`src/rtl/alu_pipe_regfile.sv`:
```
// Two-stage decode/execute unit: operands are captured into X and the ALU result is
// written back to the register file and presented in W, with same-cycle forwarding.
module alu_pipe_regfile #(
    parameter int WIDTH      = 4,
    parameter int NREG       = 8,
    parameter int SIGNED_CMP = 0,
    localparam int AW        = $clog2(NREG)
) (
    input  logic             clk,
    input  logic             rst_n,
    input  logic             ld_en,
    input  logic [AW-1:0]    ld_addr,
    input  logic [WIDTH-1:0] ld_data,
    input  logic             in_valid,
    output logic             in_ready,
    input  logic [2:0]       in_op,
    input  logic [AW-1:0]    in_rs,
    input  logic [AW-1:0]    in_rt,
    input  logic [AW-1:0]    in_rd,
    output logic             out_valid,
    input  logic             out_ready,
    output logic [AW-1:0]    out_rd,
    output logic [WIDTH-1:0] out_data
);

    typedef enum logic [2:0] {
        OP_SUB = 3'b000,
        OP_ADD = 3'b001,
        OP_OR  = 3'b010,
        OP_AND = 3'b011,
        OP_SRA = 3'b100,
        OP_ROL = 3'b101,
        OP_LT  = 3'b110,
        OP_EQ  = 3'b111
    } op_e;

    logic [WIDTH-1:0] r_regs [NREG];

    logic             r_x_valid;
    op_e              r_x_op;
    logic [AW-1:0]    r_x_rd;
    logic [WIDTH-1:0] r_x_a;
    logic [WIDTH-1:0] r_x_b;

    logic             r_out_valid;
    logic [AW-1:0]    r_out_rd;
    logic [WIDTH-1:0] r_out_data;

    logic             w_free;
    logic             w_x_adv;
    logic             w_accept;
    logic             w_lt;
    logic [WIDTH-1:0] w_alu;
    logic [WIDTH-1:0] w_a;
    logic [WIDTH-1:0] w_b;

    // Handshakes: a transfer happens on a rising edge where valid & ready are both 1;
    // a producer holding valid keeps its payload stable until that edge.
    assign w_free   = !r_out_valid || out_ready;
    assign w_x_adv  = r_x_valid && w_free;
    assign in_ready = !r_x_valid || w_x_adv;
    assign w_accept = in_valid && in_ready;

    assign out_valid = r_out_valid;
    assign out_rd    = r_out_rd;
    assign out_data  = r_out_data;

    assign w_lt = (SIGNED_CMP != 0) ? ($signed(r_x_a) < $signed(r_x_b)) : (r_x_a < r_x_b);

    always_comb begin
        w_alu = '0;
        case (r_x_op)
            OP_SUB:  w_alu = r_x_a - r_x_b;
            OP_ADD:  w_alu = r_x_a + r_x_b;
            OP_OR:   w_alu = r_x_a | r_x_b;
            OP_AND:  w_alu = r_x_a & r_x_b;
            OP_SRA:  w_alu = {r_x_b[WIDTH-1], r_x_b[WIDTH-1:1]};
            OP_ROL:  w_alu = {r_x_a[WIDTH-2:0], r_x_a[WIDTH-1]};
            OP_LT:   w_alu = {{(WIDTH-1){1'b0}}, w_lt};
            OP_EQ:   w_alu = {{(WIDTH-1){1'b0}}, (r_x_a == r_x_b)};
            default: w_alu = '0;
        endcase
    end

    // The instruction leaving X writes the register file at this same edge, so a
    // dependent instruction being accepted now takes the ALU result directly.
    assign w_a = (w_x_adv && (r_x_rd == in_rs)) ? w_alu : r_regs[in_rs];
    assign w_b = (w_x_adv && (r_x_rd == in_rt)) ? w_alu : r_regs[in_rt];

    always_ff @(posedge clk or negedge rst_n) begin
        if (!rst_n) begin
            for (int i = 0; i < NREG; i++) begin
                r_regs[i] <= '0;
            end
        end else begin
            for (int i = 0; i < NREG; i++) begin
                if (w_x_adv && (r_x_rd == AW'(i))) begin
                    r_regs[i] <= w_alu;
                end else if (ld_en && (ld_addr == AW'(i))) begin
                    r_regs[i] <= ld_data;
                end
            end
        end
    end

    always_ff @(posedge clk or negedge rst_n) begin
        if (!rst_n) begin
            r_x_valid <= 1'b0;
            r_x_op    <= OP_SUB;
            r_x_rd    <= '0;
            r_x_a     <= '0;
            r_x_b     <= '0;
        end else if (w_accept) begin
            r_x_valid <= 1'b1;
            r_x_op    <= op_e'(in_op);
            r_x_rd    <= in_rd;
            r_x_a     <= w_a;
            r_x_b     <= w_b;
        end else if (w_x_adv) begin
            r_x_valid <= 1'b0;
        end
    end

    always_ff @(posedge clk or negedge rst_n) begin
        if (!rst_n) begin
            r_out_valid <= 1'b0;
            r_out_rd    <= '0;
            r_out_data  <= '0;
        end else if (w_x_adv) begin
            r_out_valid <= 1'b1;
            r_out_rd    <= r_x_rd;
            r_out_data  <= w_alu;
        end else if (out_ready) begin
            r_out_valid <= 1'b0;
        end
    end

    a_w_hold: assert property (@(posedge clk) disable iff (!rst_n)
        (r_out_valid && !out_ready) |=> (r_out_valid && $stable(r_out_data) && $stable(r_out_rd)));

endmodule

```
`config.mk`:
```
export PLATFORM = sky130hd
export DESIGN_NAME = alu_pipe_regfile
export DESIGN_NICKNAME = d
export VERILOG_FILES = /design/src/rtl/alu_pipe_regfile.sv
export SDC_FILE = /design/constraint.sdc
export NUM_CORES = 1
export LEC_CHECK = 0
export ABC_CLOCK_PERIOD_IN_PS = 2250
export BUFFER_PORTS_ARGS = -buffer_cell sky130_fd_sc_hd__buf_2
export CORE_MARGIN = 8
export CORE_UTILIZATION = 60
export CTS_CLUSTER_DIAMETER = 80
export DETAILED_ROUTE_END_ITERATION = 8
export GPL_TIMING_DRIVEN = 0
export HOLD_SLACK_MARGIN = 0.08
export MAX_ROUTING_LAYER = met4
export PLACE_DENSITY = 0.78
export REMOVE_ABC_BUFFERS = 1
export SLEW_MARGIN = 30
export SYNTH_ARGS = -nofsm -noshare
export SYNTH_HDL_FRONTEND = slang
export SYNTH_SLANG_ARGS = --single-unit
```
`constraint.sdc`:
```
create_clock -name clk -period 2.25 [get_ports clk]
set_input_delay 0.1125 -clock clk [delete_from_list [all_inputs] [get_ports clk]]
set_output_delay 0.1125 -clock clk [all_outputs]
set_load 0.005 [all_outputs]
```
==> results_dict.tcl, run 1 <==
set metrics [dict create \
    status "complete, no violations" \
    max_slew_margin_pct 46.6 \
    p_sw_mw 1.82 \
    htreeDepth 2 \
    finalInstanceArea_um2 4080 \
    cts_tree "built" \
    avgSynthCellArea_um2 10.5 \
    fp.dieW_um 94.1 \
    ys_ff_latch 55 \
    required_ns 2.42 \
    worstPathArrival_ns 2.36 \
    preCtsSetupSlack_ns -0.258 \
    worstPathCellList "inv_2, ha_2, inv_1, fa_2, mux2i_2, xnor2_1, a21oi_2, o22ai_4, buf_12, o221ai_1" \
    gp_congestion 0.855 \
    netlist_area_um2 3660 \
    combPwrFrac_pct 49.2 \
    rows 28 \
    grt_pass1_wl_mm 14.2 \
    dieArea_um2 8850 \
    critPathCaptureType "register" \
    fin_ws_ns 0.0532 \
    power_mw 4.63 \
    setup_viol 0 \
    cp-start-kind "register" \
    ys_types 50 \
    synth_most_common_cell "dfrtp_1" \
    synth_warnings 0 \
    synth_top_cell_by_area "dfrtp_1" \
    irDropWorstVdd_uv 760 \
    skew_ns 0.0100 \
    fin_nets 409 \
    grt_busiest_layer "met2" \
    synth_edf_count 0 \
    switching_share_pct 39.3 \
    drt-total-wl_mm 8.74 \
    yosysSeqAreaShare_pct 37.6 \
    cap_viol_max_count 0 \
    first_global_vias 2778 \
    worstMarginPinSlew_ns 0.795 \
    fin_util_pct 68.9 \
    worst-path-max-fanout 11 \
    cts_buffer_depth 2 \
    hpwl_mm 6.37 \
    dr_total_vias 2782 \
    yosys-top-cells-area "dfrtp_1 (38%), mux2i_1 (13%), mux4_2 (9.9%)" \
    drive_above_1_share_pct 26.1 \
    max_clock_freq_ghz 0.455 \
    clkPwrFrac_pct 12.9 \
    drt_iter0_drc 152 \
    area_growth_pct 11.6 \
    period_minus_slack_ns 2.20 \
    synthFlopType "dfrtp_1" \
    intPower_mw 2.81 \
    grt_max_degree 56 \
    start_util_pct 61.8 \
    vias_per_cell 6.22 \
    grt.overflow.total 0 \
    drv_slew 0 \
    antenna_cells 0 \
    yosysTopAreaCellShare_pct 37.6 \
    async_reset_ff_share_pct 100 \
    route.detailed.drc 0 \
    netlist_top_cells_count "dfrtp_1 (55), nand2_1 (52), mux2i_1 (46), clkbuf_1 (16), mux4_2 (16)" \
    whs_ns 0.115 \
    wl_per_cell_um 19.6 \
    p_per_area_nw_per_um2 1130 \
    gr-usage-met2_pct 34.5 \
    numClockSinks 55 \
    worst_path_max_delay_cell "dfrtp_1" \
    path_class "register to register" \
    grt_util_met3_pct 2.56 \
    core_area_um2 5920 \
    ioPinCount 33 \
    placed_cell_area_um2 3820 \
    cts-root-buf "clkbuf_8" \
    cpPeakStageDelay_ns 0.42 \
    path_buf_inv 3 \
    grt_usage_pct 21.1 \
    drt-pass1-iter-count 4 \
    path_clk_slew_ns 0.10 \
    cp_top_family "adder cells" \
    synth_cells 347 \
    p_leak_nw 1.83 \
    port_buffers 32 \
    seq_power_share_pct 37.9 \
    hp-class "primary input to register" \
    period_share_pct 97.6 \
    use_met1_pct 26.9 \
    antenna_found_initial 0 \
    clk-insertion-delay-late_ns 0.31 \
    die_h_um 94.1 \
    ant_nets 0 \
    hold_viol_final 0 \
    cts_buffers 5 \
]
[area by class of cell]
cell class	count	area [µm²]
inverter	13	48.8
sequential	55	1380
timing repair buffer	43	278
fill	462	1840
multi-input combinational	253	2180
clock buffer	8	100
tap	75	93.8
[through the flow]
step                std cells  TNS, ns
floorplan                 321   -0.112
global placement          428   -14.25
detailed placement        429    -2.52
CTS                       446        0
global route              447  -0.0700
finish                    447        0
[logic make-up (layout without fill, tap and decap cells)]
logic type	after synthesis	in the layout	share of synthesized area, %
buffers and inverters	39	64	4.55
adder cells (fa/ha/maj)	14	14	5.20
XOR/XNOR	9	9	2.16
AO/OA/AOI/OAI	56	56	10.1
multiplexers	76	76	26.8
flip-flops	55	55	37.6
AND/OR/NAND/NOR	98	98	13.7
[layer usage]
metal / wire (µm) / part of all wire, %
met1: 3740 / 43
met2: 4570 / 52
met3: 331 / 3.8
met4: 102 / 1.2
met5: 0 / 0
[layout by cell type (no fill, tap or decap), types with 2 or more instances in the layout]
cell type / instances
or3_1: 7
dfrtp_2: 2
o21ai_2: 2
inv_2: 2
nand4_1: 2
mux2_2: 14
a211oi_1: 2
dfrtp_1: 53
ha_1: 10
nor4_2: 2
nor2b_1: 3
a21oi_2: 2
a21oi_1: 9
o221ai_2: 2
xnor2_1: 2
mux4_2: 16
o221ai_1: 5
nor2_1: 8
xor2_1: 7
o21ai_1: 14
or4_1: 2
nor3b_2: 2
mux2i_2: 2
and2_1: 2
nand2_1: 52
nand3_1: 5
ha_2: 2
clkbuf_8: 7
inv_1: 11
nand2b_1: 4
o211ai_1: 2
dlygate4sd3_1: 8
buf_4: 3
mux2i_1: 44
nand4b_1: 3
o21ai_0: 7
buf_2: 31
[what timing repair did]
item | 4_1_cts | 5_1_grt
endpoints found under the hold margin | 62 | 0
gates resized for setup | 2 | 14
setup buffers | 1 | 1
hold buffers | 8 | 0
setup endpoints to repair | 22 | 40
pin swaps | 2 | 2
[registers in the layout, indices dropped and copies added, names as in the netlist]
register	flops
r_regs	32
r_x_op	3
r_x_rd	3
r_x_a	4
out_data	4
r_x_valid	1
out_rd	3
r_x_b	4
out_valid	1
[power groups by stage]
stage / logic (mW) / registers [mW] / clock network (mW)
4_1_cts: 2.15 / 1.74 / 0.603
2_1_floorplan: 1.49 / 1.65 / 0
6_report: 2.28 / 1.76 / 0.595
3_3_place_gp: 1.92 / 1.72 / 0
3_5_place_dp: 2.04 / 1.76 / 0
5_1_grt: 2.49 / 1.82 / 0.655
[worst register-to-register path: stages (launching register included)]
cell,delay (ns)
dfrtp_1,0.42
inv_2,0.09
ha_2,0.19
inv_1,0.06
fa_2,0.37
mux2i_2,0.19
xnor2_1,0.18
a21oi_2,0.12
o22ai_4,0.17
buf_12,0.16
o221ai_1,0.11
[worst paths after layout]
path,end,from,slack [ns],cells after the start
max in group asynchronous,r_x_op[0],rst_n,1.38,2
worst max-delay path,r_x_b[2],r_x_a[0],0.05,10
worst min register to register,out_rd[2],out_rd[2],0.48,2
worst max register to register,r_x_b[2],r_x_a[0],0.05,10
min in group asynchronous,out_data[2],rst_n,0.38,2
worst min-delay path,out_valid,out_ready,0.12,3
Note: power is estimated with default switching activity, not from simulation.
==> run 2, diff against run 1 <==
- CORE_UTILIZATION: 60 -> 62
- CTS_BUF_LIST: default -> sky130_fd_sc_hd__clkbuf_8
- PLACE_DENSITY: 0.78 -> 0.81
==> run 2 against run 1 <==
Net effect:
- sequential share of layout area up 0.052 points
- worst setup slack better by 0.062 ns
- final cell count up 0.22%
- critical path type unchanged
- largest cell class unchanged
- highest routed layer unchanged
==> results_dict.tcl, run 2 (synthesis gave the netlist of run 1 again) <==
set metrics [dict create \
    switching_share_pct 40.0 \
    first_global_vias 2828 \
    cts_buffer_depth 2 \
    p_leak_nw 1.83 \
    worst-path-max-fanout 11 \
    largest_register_ffs 32 \
    fin_nets 410 \
    antenna_cells 0 \
    hold_start "out_ready" \
    port_buffers 32 \
    cts_tree "built" \
    grt_usage_pct 21.4 \
    drv_slew 0 \
    clk-insertion-delay-late_ns 0.32 \
    seq_power_share_pct 38.6 \
    ant_nets 0 \
    worstPathCellList "inv_2, ha_2, inv_1, fa_2, xnor2_1, o311a_1, o22ai_4, buf_12, o221ai_1" \
    p_sw_mw 1.83 \
    combPwrFrac_pct 48.9 \
    grt_pass1_wl_mm 14.2 \
    clkPwrFrac_pct 12.5 \
    preCtsSetupSlack_ns -0.585 \
    grt.overflow.total 0 \
    area_growth_pct 11.4 \
    drt_iter0_drc 120 \
    finalSetupTns_ns 0 \
    fin_ws_ns 0.115 \
    dp.cells 429 \
    drt-total-wl_mm 8.64 \
    irDropWorstVdd_uv 652 \
    wl_per_cell_um 19.3 \
    die_h_um 92.8 \
    cts-root-buf "clkbuf_8" \
    route.detailed.drc 0 \
    rows 28 \
    htreeDepth 2 \
    core_area_um2 5820 \
    p_per_area_nw_per_um2 1120 \
    r2r_start "r_x_a[0]" \
    layout_common_cells "dfrtp_1 (53), nand2_1 (52), mux2i_1 (46), buf_2 (31), mux4_2 (16)" \
    cpPeakStageDelay_ns 0.42 \
    period_share_pct 94.9 \
    drt-pass1-iter-count 4 \
    ioPinCount 33 \
    cp-start-kind "register" \
    fp.dieW_um 92.8 \
    start_util_pct 62.9 \
    hold_viol_final 0 \
    final_cells 448 \
    dieArea_um2 8610 \
    whs_ns 0.0884 \
    layout_commonest_cell "dfrtp_1" \
    skew_ns 0.00531 \
    cp-startpoint "r_x_a[0]" \
    worstMarginPinSlew_ns 0.876 \
    critPathCaptureType "register" \
    max_clock_freq_ghz 0.468 \
    numClockSinks 55 \
    hpwl_mm 6.18 \
    vias_per_cell 6.17 \
    status "complete, no violations" \
    hp-class "primary input to register" \
    intPower_mw 2.74 \
    regArea_um2 1380 \
    path_class "register to register" \
    setup_viol 0 \
    dr_total_vias 2765 \
    gp_congestion 0.865 \
    grt_max_degree 56 \
    path_clk_slew_ns 0.10 \
    antenna_found_initial 0 \
    multiInputGateArea_um2 2170 \
    worst_path_max_delay_cell "dfrtp_1" \
    worstPathArrival_ns 2.32 \
    drive_above_1_share_pct 25.7 \
    period_minus_slack_ns 2.14 \
    fillerInstances 451 \
    cap_viol_max_count 0 \
    required_ns 2.43 \
    regMostFlops "r_regs" \
    cts_buffers 5 \
    max_slew_margin_pct 41.2 \
]
[run 2: cell types whose count changed in the layout (fill, tap and decap cells not counted), moves of 2 or more]
cell and delta:
mux2i_1 +2, clkinv_4 +2, clkbuf_8 -2, mux2i_2 -2
[run 2: through the flow]
stage | util (%) | power (mW) | cell area [µm²]
final | 70.1 | 4.58 | 4070
after global placement | 65.2 | 3.61 | 3790
after global routing | 70.1 | 4.91 | 4070
after detailed placement | 65.5 | 3.76 | 3810
after CTS | 69.1 | 4.45 | 4020
after floorplan | - | 3.14 | 3540
[run 2: final timing paths]
path,cells after the start,end,slack [ns]
worst max-delay path,9,r_x_a[2],0.11
worst min-delay path,3,out_valid,0.09
worst max register to register,9,r_x_a[2],0.11
worst min register to register,2,out_rd[0],0.48
max in group asynchronous,2,r_x_a[1],1.35
min in group asynchronous,2,r_regs[27],0.38
[run 2: power by group through the flow]
| stage | clock network, mW | logic (mW) | registers [mW] |
|---|---|---|---|
| 2_1_floorplan | 0 | 1.49 | 1.65 |
| 3_3_place_gp | 0 | 1.90 | 1.71 |
| 3_5_place_dp | 0 | 2.00 | 1.76 |
| 4_1_cts | 0.581 | 2.13 | 1.75 |
| 5_1_grt | 0.612 | 2.49 | 1.81 |
| 6_report | 0.571 | 2.24 | 1.77 |
[run 2: final cells by class]
| class | instances | area share (%) |
|---|---|---|
| Tap cell | 75 | 2.30 |
| Inverter | 13 | 1.20 |
| Clock buffer | 5 | 1.69 |
| Multi-Input combinational cell | 253 | 53.3 |
| Timing Repair Buffer | 44 | 7.00 |
| Clock inverter | 3 | 0.614 |
| Sequential cell | 55 | 33.8 |
[run 2: timing repair]
item	4_1_cts	5_1_grt
pin swaps	1	2
resized for setup	5	9
endpoints found under the setup margin	23	36
hold buffers	8	0
endpoints found under the hold margin	62	0
buffers inserted	1	2
[run 2: critical path: cells and delay by family (launching register included)]
kind            cells  cell delay [ns]
fa+ha+maj           2             0.57
compound gates      3             0.56
flops               1             0.42
buf+inv             3             0.30
xor+xnor            1             0.14
[run 2: per-layer routing]
metal	part of all wire (%)	vias up	track usage, %
li1	-	1299	-
met1	41	1370	25.4
met4	2.0	0	7.38
met5	0	-	-
met2	52	77	35.4
met3	4.8	19	4.45
